File: src/rtl/id_ex_operand_stage.sv
// ID/EX pipeline register with operand forwarding, feeding the 16-bit ALU.
// Operands are bypassed from MEM/WB at capture, snooped while held, and forwarded from EX/MEM at output.
module id_ex_operand_stage #(
  parameter int DATA_W = 16,
  parameter int REG_AW = 3,
  parameter int IMM_W  = 6
) (
  input  logic              clk,
  input  logic              rst_n,
  input  logic              in_valid,
  output logic              in_ready,
  input  logic [REG_AW-1:0] id_rs_addr,
  input  logic [REG_AW-1:0] id_rt_addr,
  input  logic [REG_AW-1:0] id_rd_addr,
  input  logic [DATA_W-1:0] id_rs_data,
  input  logic [DATA_W-1:0] id_rt_data,
  input  logic [IMM_W-1:0]  id_imm,
  input  logic              id_use_imm,
  input  logic [2:0]        id_alu_ctrl,
  input  logic              id_reg_write,
  input  logic              flush,
  input  logic              ex_ready,
  input  logic              exm_reg_write,
  input  logic [REG_AW-1:0] exm_rd_addr,
  input  logic [DATA_W-1:0] exm_result,
  input  logic              wb_reg_write,
  input  logic [REG_AW-1:0] wb_rd_addr,
  input  logic [DATA_W-1:0] wb_data,
  output logic              out_valid,
  output logic [DATA_W-1:0] alu_a,
  output logic [DATA_W-1:0] alu_b,
  output logic [2:0]        alu_ctrl,
  output logic [DATA_W-1:0] out_rt_data,
  output logic [REG_AW-1:0] out_rd_addr,
  output logic              out_reg_write
);

  localparam logic [2:0] CTRL_SHL = 3'b011;
  localparam logic [2:0] CTRL_SHR = 3'b100;

  logic              valid_reg;
  logic              valid_next;
  logic [REG_AW-1:0] rd_addr_reg;
  logic [IMM_W-1:0]  imm_reg;
  logic              use_imm_reg;
  logic [2:0]        alu_ctrl_reg;
  logic              reg_write_reg;

  logic              capture;
  logic              capture_en;

  // Index 0 carries rs, index 1 carries rt.
  logic [1:0][REG_AW-1:0] id_src_addr;
  logic [1:0][DATA_W-1:0] id_src_data;
  logic [1:0][REG_AW-1:0] src_addr_reg;
  logic [1:0][DATA_W-1:0] src_data_reg;
  logic [1:0][DATA_W-1:0] src_fwd;

  logic [DATA_W-1:0] imm_ext;

  assign in_ready   = !valid_reg || ex_ready;
  assign capture    = in_valid && in_ready;
  assign capture_en = capture && !flush;

  assign id_src_addr = {id_rt_addr, id_rs_addr};
  assign id_src_data = {id_rt_data, id_rs_data};

  always_comb begin
    valid_next = valid_reg;
    if (flush) begin
      valid_next = 1'b0;
    end else if (capture) begin
      valid_next = 1'b1;
    end else if (ex_ready) begin
      valid_next = 1'b0;
    end
  end

  always_ff @(posedge clk) begin
    if (!rst_n) begin
      valid_reg     <= 1'b0;
      rd_addr_reg   <= '0;
      imm_reg       <= '0;
      use_imm_reg   <= 1'b0;
      alu_ctrl_reg  <= 3'b000;
      reg_write_reg <= 1'b0;
    end else begin
      valid_reg <= valid_next;
      if (flush) begin
        reg_write_reg <= 1'b0;
      end else if (capture) begin
        rd_addr_reg   <= id_rd_addr;
        imm_reg       <= id_imm;
        use_imm_reg   <= id_use_imm;
        alu_ctrl_reg  <= id_alu_ctrl;
        reg_write_reg <= id_reg_write;
      end
    end
  end

  genvar gi;
  generate
    for (gi = 0; gi < 2; gi++) begin : g_operand
      logic wb_hit_id;
      logic wb_hit_held;
      logic exm_hit_held;

      assign wb_hit_id    = wb_reg_write && (wb_rd_addr == id_src_addr[gi]) &&
                            (id_src_addr[gi] != '0);
      assign wb_hit_held  = wb_reg_write && (wb_rd_addr == src_addr_reg[gi]) &&
                            (src_addr_reg[gi] != '0);
      assign exm_hit_held = exm_reg_write && (exm_rd_addr == src_addr_reg[gi]) &&
                            (src_addr_reg[gi] != '0);

      // r0 is latched as zero, so neither snoop nor forwarding can ever disturb it.
      always_ff @(posedge clk) begin
        if (!rst_n) begin
          src_addr_reg[gi] <= '0;
          src_data_reg[gi] <= '0;
        end else if (capture_en) begin
          src_addr_reg[gi] <= id_src_addr[gi];
          if (id_src_addr[gi] == '0) begin
            src_data_reg[gi] <= '0;
          end else if (wb_hit_id) begin
            src_data_reg[gi] <= wb_data;
          end else begin
            src_data_reg[gi] <= id_src_data[gi];
          end
        end else if (valid_reg && wb_hit_held) begin
          src_data_reg[gi] <= wb_data;
        end
      end

      assign src_fwd[gi] = exm_hit_held ? exm_result : src_data_reg[gi];
    end
  endgenerate

  // Shift amounts are unsigned; every other immediate is signed.
  always_comb begin
    imm_ext = {{(DATA_W-IMM_W){imm_reg[IMM_W-1]}}, imm_reg};
    if (alu_ctrl_reg == CTRL_SHL || alu_ctrl_reg == CTRL_SHR) begin
      imm_ext = {{(DATA_W-IMM_W){1'b0}}, imm_reg};
    end
  end

  assign out_valid     = valid_reg;
  assign alu_a         = src_fwd[0];
  assign alu_b         = use_imm_reg ? imm_ext : src_fwd[1];
  assign out_rt_data   = src_fwd[1];
  assign alu_ctrl      = alu_ctrl_reg;
  assign out_rd_addr   = rd_addr_reg;
  assign out_reg_write = reg_write_reg && valid_reg;

endmodule

File: config.mk
export PLATFORM = sky130hd
export DESIGN_NAME = id_ex_operand_stage
export DESIGN_NICKNAME = d
export VERILOG_FILES = /design/src/rtl/id_ex_operand_stage.sv
export SDC_FILE = /design/constraint.sdc
export NUM_CORES = 1
export LEC_CHECK = 0
export ABC_AREA = 0
export CAP_MARGIN = 25
export CORE_ASPECT_RATIO = 0.8
export CORE_MARGIN = 2
export CORE_UTILIZATION = 43
export DETAILED_ROUTE_END_ITERATION = 10
export PLACE_DENSITY_LB_ADDON = 0.2
export SYNTH_ARGS = -nofsm -noshare
export SYNTH_HDL_FRONTEND = slang
export SYNTH_SLANG_ARGS = --single-unit
File: constraint.sdc
create_clock -name clk -period 2.7 [get_ports clk]
set_clock_uncertainty 0.1 [all_clocks]
set_input_delay 0.27 -clock clk [delete_from_list [all_inputs] [get_ports clk]]
set_output_delay 0.27 -clock clk [all_outputs]
set_load 0.05 [all_outputs]
# ---- After elaboration in Yosys (flattened, before gate mapping)
# Index checks and enable logic that the tools add are counted.
dict set report word_totals {
  inputBits 97
  ff_bits 53
}
dict set report classes {
  eq_ne 8
  reduce_logical 32
  mux 14
  n_bitwise 2
}
# op count
set op_table {}
lappend op_table {{$mux 16} 12}
lappend op_table {{$eq 3x3->1} 6}
lappend op_table {{$logic_and 1x1->1} 17}
lappend op_table {{$reduce_bool 3->1} 4}
lappend op_table {{$logic_not 3->1} 2}
lappend op_table {{$reduce_bool 2->1} 3}
lappend op_table {{$eq 3x2->1 const B} 1}
lappend op_table {{$eq 3x3->1 const B} 1}
lappend op_table {{$logic_not 1->1} 2}
lappend op_table {{$logic_or 1x1->1} 2}
lappend op_table {{$mux 1} 2}
lappend op_table {{$not 1->1} 2}
lappend op_table {{$reduce_and 2->1} 1}
lappend op_table {{$reduce_or 2->1} 1}

# ---- Longest topological paths before layout
# Gate-level depths: netlist of run 1.
dict set report depth {
  depth_word 6
  depth_mapped 8
  depth_no_buf 6
}

# ---- Worst setup path after synthesis of run 1
# Ideal clock, no wire load.
dict set report synth_timing {
  path_kind {reg2out}
  start {reg src_addr_reg[4] in the netlist's numbering}
  end {out alu_b[10]}
  t_required_ns 2.330
  setup_slack_ns 0.427
  stages_incl_launch_ff 8
  arrival_time_ns 1.903
  path_cell_list {dfxtp_1 xor2_1 a21oi_1 o2111a_1 buf_2 buf_6 mux2_2 a21bo_2}
}
dict set report synth_via {
  elab_chain_cells 5
  word_cells_on_any_way 6
  classes_between {eq/ne (1); mux (2); reduce/logical (3)}
}
# item line_no
set synth_lines {}
lappend synth_lines {{start: declaration} 55} ;# logic [1:0][REG_AW-1:0] src_addr_reg;
lappend synth_lines {{start signal: indexed assignment} 121} ;# src_addr_reg[gi] <= id_src_addr[gi];
lappend synth_lines {{$eq 3x3->1} 112} ;# assign exm_hit_held = exm_reg_write && (exm_rd_addr == src_addr_reg[gi]) &&
lappend synth_lines {{$logic_and 1x1->1} 112}
lappend synth_lines {{$logic_and 1x1->1 (*)} 112}
lappend synth_lines {{$mux 16 (*)} 134} ;# assign src_fwd[gi] = exm_hit_held ? exm_result : src_data_reg[gi];
lappend synth_lines {{named net out_rt_data[10]} 33} ;# output logic [DATA_W-1:0] out_rt_data,
lappend synth_lines {{$mux 16 (*)} 148} ;# assign alu_b = use_imm_reg ? imm_ext : src_fwd[1];
lappend synth_lines {{end: declaration} 31} ;# output logic [DATA_W-1:0] alu_b,
# Mark *: on every way through the listed nets, which the timed path passes. The rest lies on a longest branch.

# ---- Final worst setup path of run 1
dict set report layout_timing {
  start {in exm_rd_addr[1]}
  end {out alu_b[0]}
}
dict set report layout_via {
  elab_chain_cells 5
}
# item line_no
set layout_lines {}
lappend layout_lines {{start: declaration} 24} ;# input logic [REG_AW-1:0] exm_rd_addr,
lappend layout_lines {{$eq 3x3->1} 112}
lappend layout_lines {{$logic_and 1x1->1 (2 in series)} 112}
lappend layout_lines {{$mux 16} 134}
lappend layout_lines {{$mux 16} 148}
# Every way passes these cells.

==> results of run 1 <==
==> Yosys cell counts <==
library cell	instances
and2b_4	1
dfxtp_1	53
and2_1	2
buf_1	2
o221ai_1	32
o2111ai_4	1
a21oi_1	4
a21boi_0	19
clkinv_1	1
o211ai_1	16
nand2_1	75
clkbuf_1	23
buf_2	16
xnor2_1	8
nand3_1	3
a211o_1	2
nand3_2	1
mux2_2	38
and4_1	1
o21ai_1	1
nor2_1	8
a21bo_2	10
o2111a_1	2
o311a_1	32
nand4_1	16
o2111ai_1	1
or2_1	1
nand2b_1	2
o21bai_1	1
inv_1	4
clkbuf_2	1
xnor2_2	1
nor4_2	1
a2111oi_4	1
xor2_1	5
nor3_1	33
buf_6	4
or3_1	1
o21ba_4	1
==> per-stage QoR <==
step                hold slack (ns)  setup WS [ns]  utilization  total power (W)
finish                        0.363         0.0739        0.624          0.00213
global route                  0.382        0.00425        0.624          0.00221
CTS                           0.363         0.0817        0.624          0.00212
detailed placement            0.349         0.0944        0.614          0.00168
global placement              0.338          0.109        0.614          0.00167
floorplan                     0.315          0.427            -          0.00135
==> routing by layer <==
layer  global-route usage  routed length [µm]
met1                0.388                5610
met2                0.386                5390
met3               0.0459                1110
met4               0.0484                  84
met5                    0                   0
==> area by class of cell <==
| class | count | area, µm² |
|---|---|---|
| inverter | 5 | 18.8 |
| clock inverter | 2 | 16.3 |
| sequential | 53 | 1060 |
| fill | 724 | 3150 |
| tap | 112 | 140 |
| timing repair buffer | 169 | 1560 |
| multi-input combinational | 320 | 2360 |
| clock buffer | 5 | 68.8 |
==> power groups by stage <==
| stage | Combinational [W] | Sequential (W) | Clock, W |
|---|---|---|---|
| 6_report | 0.000810 | 0.000861 | 0.000454 |
| 5_1_grt | 0.000855 | 0.000866 | 0.000486 |
| 4_1_cts | 0.000808 | 0.000860 | 0.000456 |
| 3_5_place_dp | 0.000805 | 0.000878 | 0 |
| 3_3_place_gp | 0.000794 | 0.000877 | 0 |
| 2_1_floorplan | 0.000470 | 0.000882 | 0 |
==> worst max-delay path: stages <==
cell             delay, ns
clkdlybuf4s50_1       0.45
xor2_1                0.17
a21oi_1               0.12
o2111a_1              0.26
buf_12                0.16
mux2_2                0.35
mux2_2                0.28
buf_4                 0.19
==> logic make-up (layout without fill, tap and decap cells) <==
logic type,count (synthesis),after routing
xor+xnor,14,14
compound gates,123,123
flops,53,53
mux,38,38
simple gates,145,145
buf+inv,51,181
==> final timing paths <==
check / slack [ns] / to / cells past startpoint
worst min register to register: 0.36 / reg_write_reg / 2
worst max register to register: 0.62 / src_data_reg[26] / 7
worst min-delay path: 0.36 / reg_write_reg / 2
worst max-delay path: 0.07 / alu_b[0] / 8
==> out/metrics.yaml, run 1 <==
status: "finished, final reports clean"
intPower_w: 0.00135
clock_power_share: 0.214
combPwrFrac: 0.381
rsz0062_at_grt: "no"
synthXorXnorAreaFrac: 0.0357
cap_violations: 0
grt_pass1_vias: 3474
syn_nets: 521
synth-seq-cells: 53
netlist_instances: 424
cp_max_fo: 16
post-cts-setup-buffer-count: 0
syn_area_per_cell_um2: 8.60
place_inst: 659
pin_count: 154
synthTopCellsByArea: "dfxtp_1 29%, mux2_2 12%, o311a_1 8.8%, nand2_1 7.7%, o221ai_1 7.7%"
die_w_um: 107
antenna_found_initial: 0
rows: 30
drtIter0Drc: 266
synth_top_family_by_area: "compound AO/OA/AOI/OAI gates"
final_nets: 651
fin_tns_setup_ns: 0
ant_nets: 0
htree_levels: 2
sw_frac_of_total: 0.364
yosysTopAreaCellShare: 0.291
drt-vias-per-instance: 5.79
slew_headroom: 0.491
vias: 3859
largest_reg_flops: 32
critPathLaunch: "exm_rd_addr[1]"
hold_viol: 0
yosysSeqAreaShare: 0.291
synth_top_cell_by_area: "dfxtp_1"
drt_first_pass_iters: 5
vdd_drop_max_uv: 277
core_mm2: 0.00837
hp-start: "reg_write_reg"
p_leak_nw: 2.02
final_common_cell: "clkdlybuf4s50_1"
clockRootBuffer: "clkbuf_8"
routed_wl_um: 12200
slew_violations: 0
cts.path.max_buffers: 2
syn2layout_area_growth_pct: 43.2
p_seq_frac: 0.405
synth-compound-area-share: 0.306
cts-resized-gates: 0
die_h_um: 86.4
start_util: 0.436
numClockSinks: 53
antenna_cells: 0
stdcell_count: 666
yosys_warnings: 0
post_dp_cell_area_mm2: 0.00514
fmax_ghz: 0.381
critPathLaunchType: "input pin"
hpwlAfterDp_um: 9250
grt_max_degree: 53
synthMuxAreaShare: 0.117
place_congestion: 0.832
period_minus_slack_ns: 2.63
criticalPathCategory: "in -> out"
grt_usage: 0.257
finalSetupViolCount: 0
cts_tree: "yes"
cts_made_buffers: 5
end_kind: "output pin"
path_clk_slew_ns: 0.10
ctsHoldBuffers: 0
clock_latency_ns: 0.31
synthDistinctLibCells: 39
grt_first_pass_wirelength_um: 18800
worstMarginPinSlew_ns: 0.762
worstPathRequired_ns: 2.33
drive_above_1_share: 0.229
overflow: 0
wl_per_cell_um: 18.3
port_buffers: 153
hold_class: "reg -> reg"
period_share: 0.973
netlist_area_mm2: 0.00365
p_sw_w: 0.000775
final_cell_area_mm2: 0.00522
layout_common_cells: "105 x clkdlybuf4s50_1, 75 x nand2_1, 62 x buf_4, 53 x dfxtp_1, 38 x mux2_2"
power_density_mw_per_mm2: 407
die-area_mm2: 0.00924
arrival_ns: 2.26
synthAdderAreaFrac: 0
synth-simple-area-share: 0.184
drcViolationCount: 0
rr_startpoint: "out_valid"
Power figures use the tool's default switching activity.
==> run 2, diff against run 1 <==
==> constraint.sdc (replaced) <==
create_clock -name clk -period 2.5 [get_ports clk]
set_clock_uncertainty 0.1 [all_clocks]
set_input_delay 0.25 -clock clk [delete_from_list [all_inputs] [get_ports clk]]
set_output_delay 0.25 -clock clk [all_outputs]
set_load 0.05 [all_outputs]
==> run 2 against run 1 <==
Combinational power rose by 18%. Routed wire length up 5.5%. Global-route usage grew 1.4 points. Design area up 7.2%. Non-clock buffer count rose by 14. Critical endpoint is now alu_b[5]. Largest cell class unchanged.
==> out/metrics.yaml, run 2 (synthesis gave the netlist of run 1 again) <==
status: "finished, final reports clean"
path_clk_slew_ns: 0.10
grt_first_pass_wirelength_um: 19600
arrival_ns: 2.14
fmax_ghz: 0.401
antenna_found_initial: 0
die_w_um: 107
period_minus_slack_ns: 2.49
layout_common_cells: "103 x clkdlybuf4s50_1, 75 x nand2_1, 55 x buf_4, 52 x dfxtp_1, 33 x nor3_1"
die-area_mm2: 0.00924
slowest_delay_ns: 0.37
cp_max_fo: 8
port_buffers: 153
hold_class: "reg -> reg"
period_share: 0.998
hold_viol: 0
rsz0062_at_grt: "yes"
grt_pass1_vias: 3714
rows: 30
htree_levels: 2
drcViolationCount: 0
ant_nets: 0
drt_first_pass_iters: 5
drtIter0Drc: 316
hpwlAfterDp_um: 9260
timing.critical_path.max_delay_family: "multiplexers"
drt-vias-per-instance: 5.98
power_w: 0.00243
finish.utilization: 0.669
end_kind: "output pin"
cts_made_buffers: 5
numClockSinks: 53
cap_violations: 0
largest_reg_flops: 32
worstMarginPinSlew_ns: 0.710
syn2layout_area_growth_pct: 53.4
die_h_um: 86.4
wl_per_cell_um: 18.9
worstPathCellList: "xor2_1, a21oi_1, o2111a_2, buf_12, mux2_4, mux2_2, buf_8"
antenna_cells: 0
overflow: 0
cts.path.max_buffers: 2
p_leak_nw: 2.18
final_common_cell: "clkdlybuf4s50_1"
drive_above_1_share: 0.257
grt_usage: 0.271
whs_ns: 0.367
slew_violations: 0
cp_num_buf_inv: 2
ctsHoldBuffers: 0
criticalPathCategory: "reg -> out"
final_nets: 665
vias: 4069
clock_latency_ns: 0.32
vdd_drop_max_uv: 302
grt_max_degree: 63
place_inst: 669
place_congestion: 0.868
routed_wl_um: 12900
power_density_mw_per_mm2: 435
core_mm2: 0.00837
finalSetupViolCount: 0
stdcell_count: 681
slowest_stage: "dfxtp_4"
pin_count: 154
start_util: 0.436
slew_headroom: 0.527
cts_tree: "yes"
worstPathRequired_ns: 2.15
clockRootBuffer: "clkbuf_8"
critPathLaunchType: "flip-flop"
-- run 2: cell types whose count changed in the layout (fill, tap and decap cells not counted), moves of 4 or more --
cell,before,now
mux2_2,38,20
mux2_4,0,18
buf_8,0,13
buf_6,0,5
buf_12,2,6
buf_4,62,55
-- run 2: metrics by stage --
step	setup TNS (ns)	area (µm²)	setup WS (ns)
6_report	0	5600	0.00534
5_1_grt	-0.352	5600	-0.0520
4_1_cts	-0.103	5570	-0.0135
3_5_place_dp	-0.490	5250	-0.0653
3_3_place_gp	-1.58	5230	-0.0919
2_1_floorplan	0	3650	0.231
-- run 2: repair_timing --
action,4_1_cts,5_1_grt
cloned,1,0
buffers inserted,3,1
gates resized for setup,42,14
pin swaps,9,1
setup endpoints to repair,16,17
-- run 2: report_power, final --
group | internal, W | switching, W
sequential | 0.000892 | 0.0000378
combinational | 0.000432 | 0.000524
clock | 0.000229 | 0.000318
-- run 2: worst paths after layout --
kind | startpoint | end | slack, ns | cells after the start
setup / recovery | src_addr_reg[4] | alu_b[5] | 0.005 | 7
hold / removal | reg_write_reg | reg_write_reg | 0.37 | 2
setup reg to reg | out_valid | src_data_reg[26] | 0.52 | 7
hold reg to reg | reg_write_reg | reg_write_reg | 0.37 | 2
-- run 2: per-layer routing --
| metal | global-route usage | wire length, µm | vias up |
|---|---|---|---|
| met5 | 0 | 0 | - |
| li1 | - | - | 1920 |
| met2 | 0.413 | 5670 | 215 |
| met3 | 0.0594 | 1190 | 16 |
| met4 | 0.0685 | 213 | 0 |
| met1 | 0.390 | 5780 | 1918 |
-- run 2: cell type report --
type | instances | area [µm²]
repair buffers | 183 | 1820
clock buffers | 6 | 82.6
multi-input cells | 320 | 2450
flip-flops and latches | 53 | 1060
clock inverters | 2 | 16.3
inverters | 5 | 18.8
well taps | 112 | 140
fillers | 670 | 2770
-- run 2: worst reg2reg max path, cell delays in order, from the launching register on --
cell	delay, ns
dfxtp_1	0.38
and2b_4	0.22
inv_1	0.11
nand2_1	0.11
nor2_4	0.21
buf_12	0.30
o221ai_1	0.25
o311a_1	0.20
==> run 3, diff against run 2 <==
--- a/config.mk
+++ b/config.mk
@@ -11,6 +11,7 @@
 export CORE_MARGIN = 2
 export CORE_UTILIZATION = 43
 export DETAILED_ROUTE_END_ITERATION = 10
+export HOLD_SLACK_MARGIN = 0.15
 export PLACE_DENSITY_LB_ADDON = 0.2
 export SYNTH_ARGS = -nofsm -noshare
 export SYNTH_HDL_FRONTEND = slang
==> results of run 3 <==
Same layout as run 2: the final DEF is identical, and so are final timing and power.
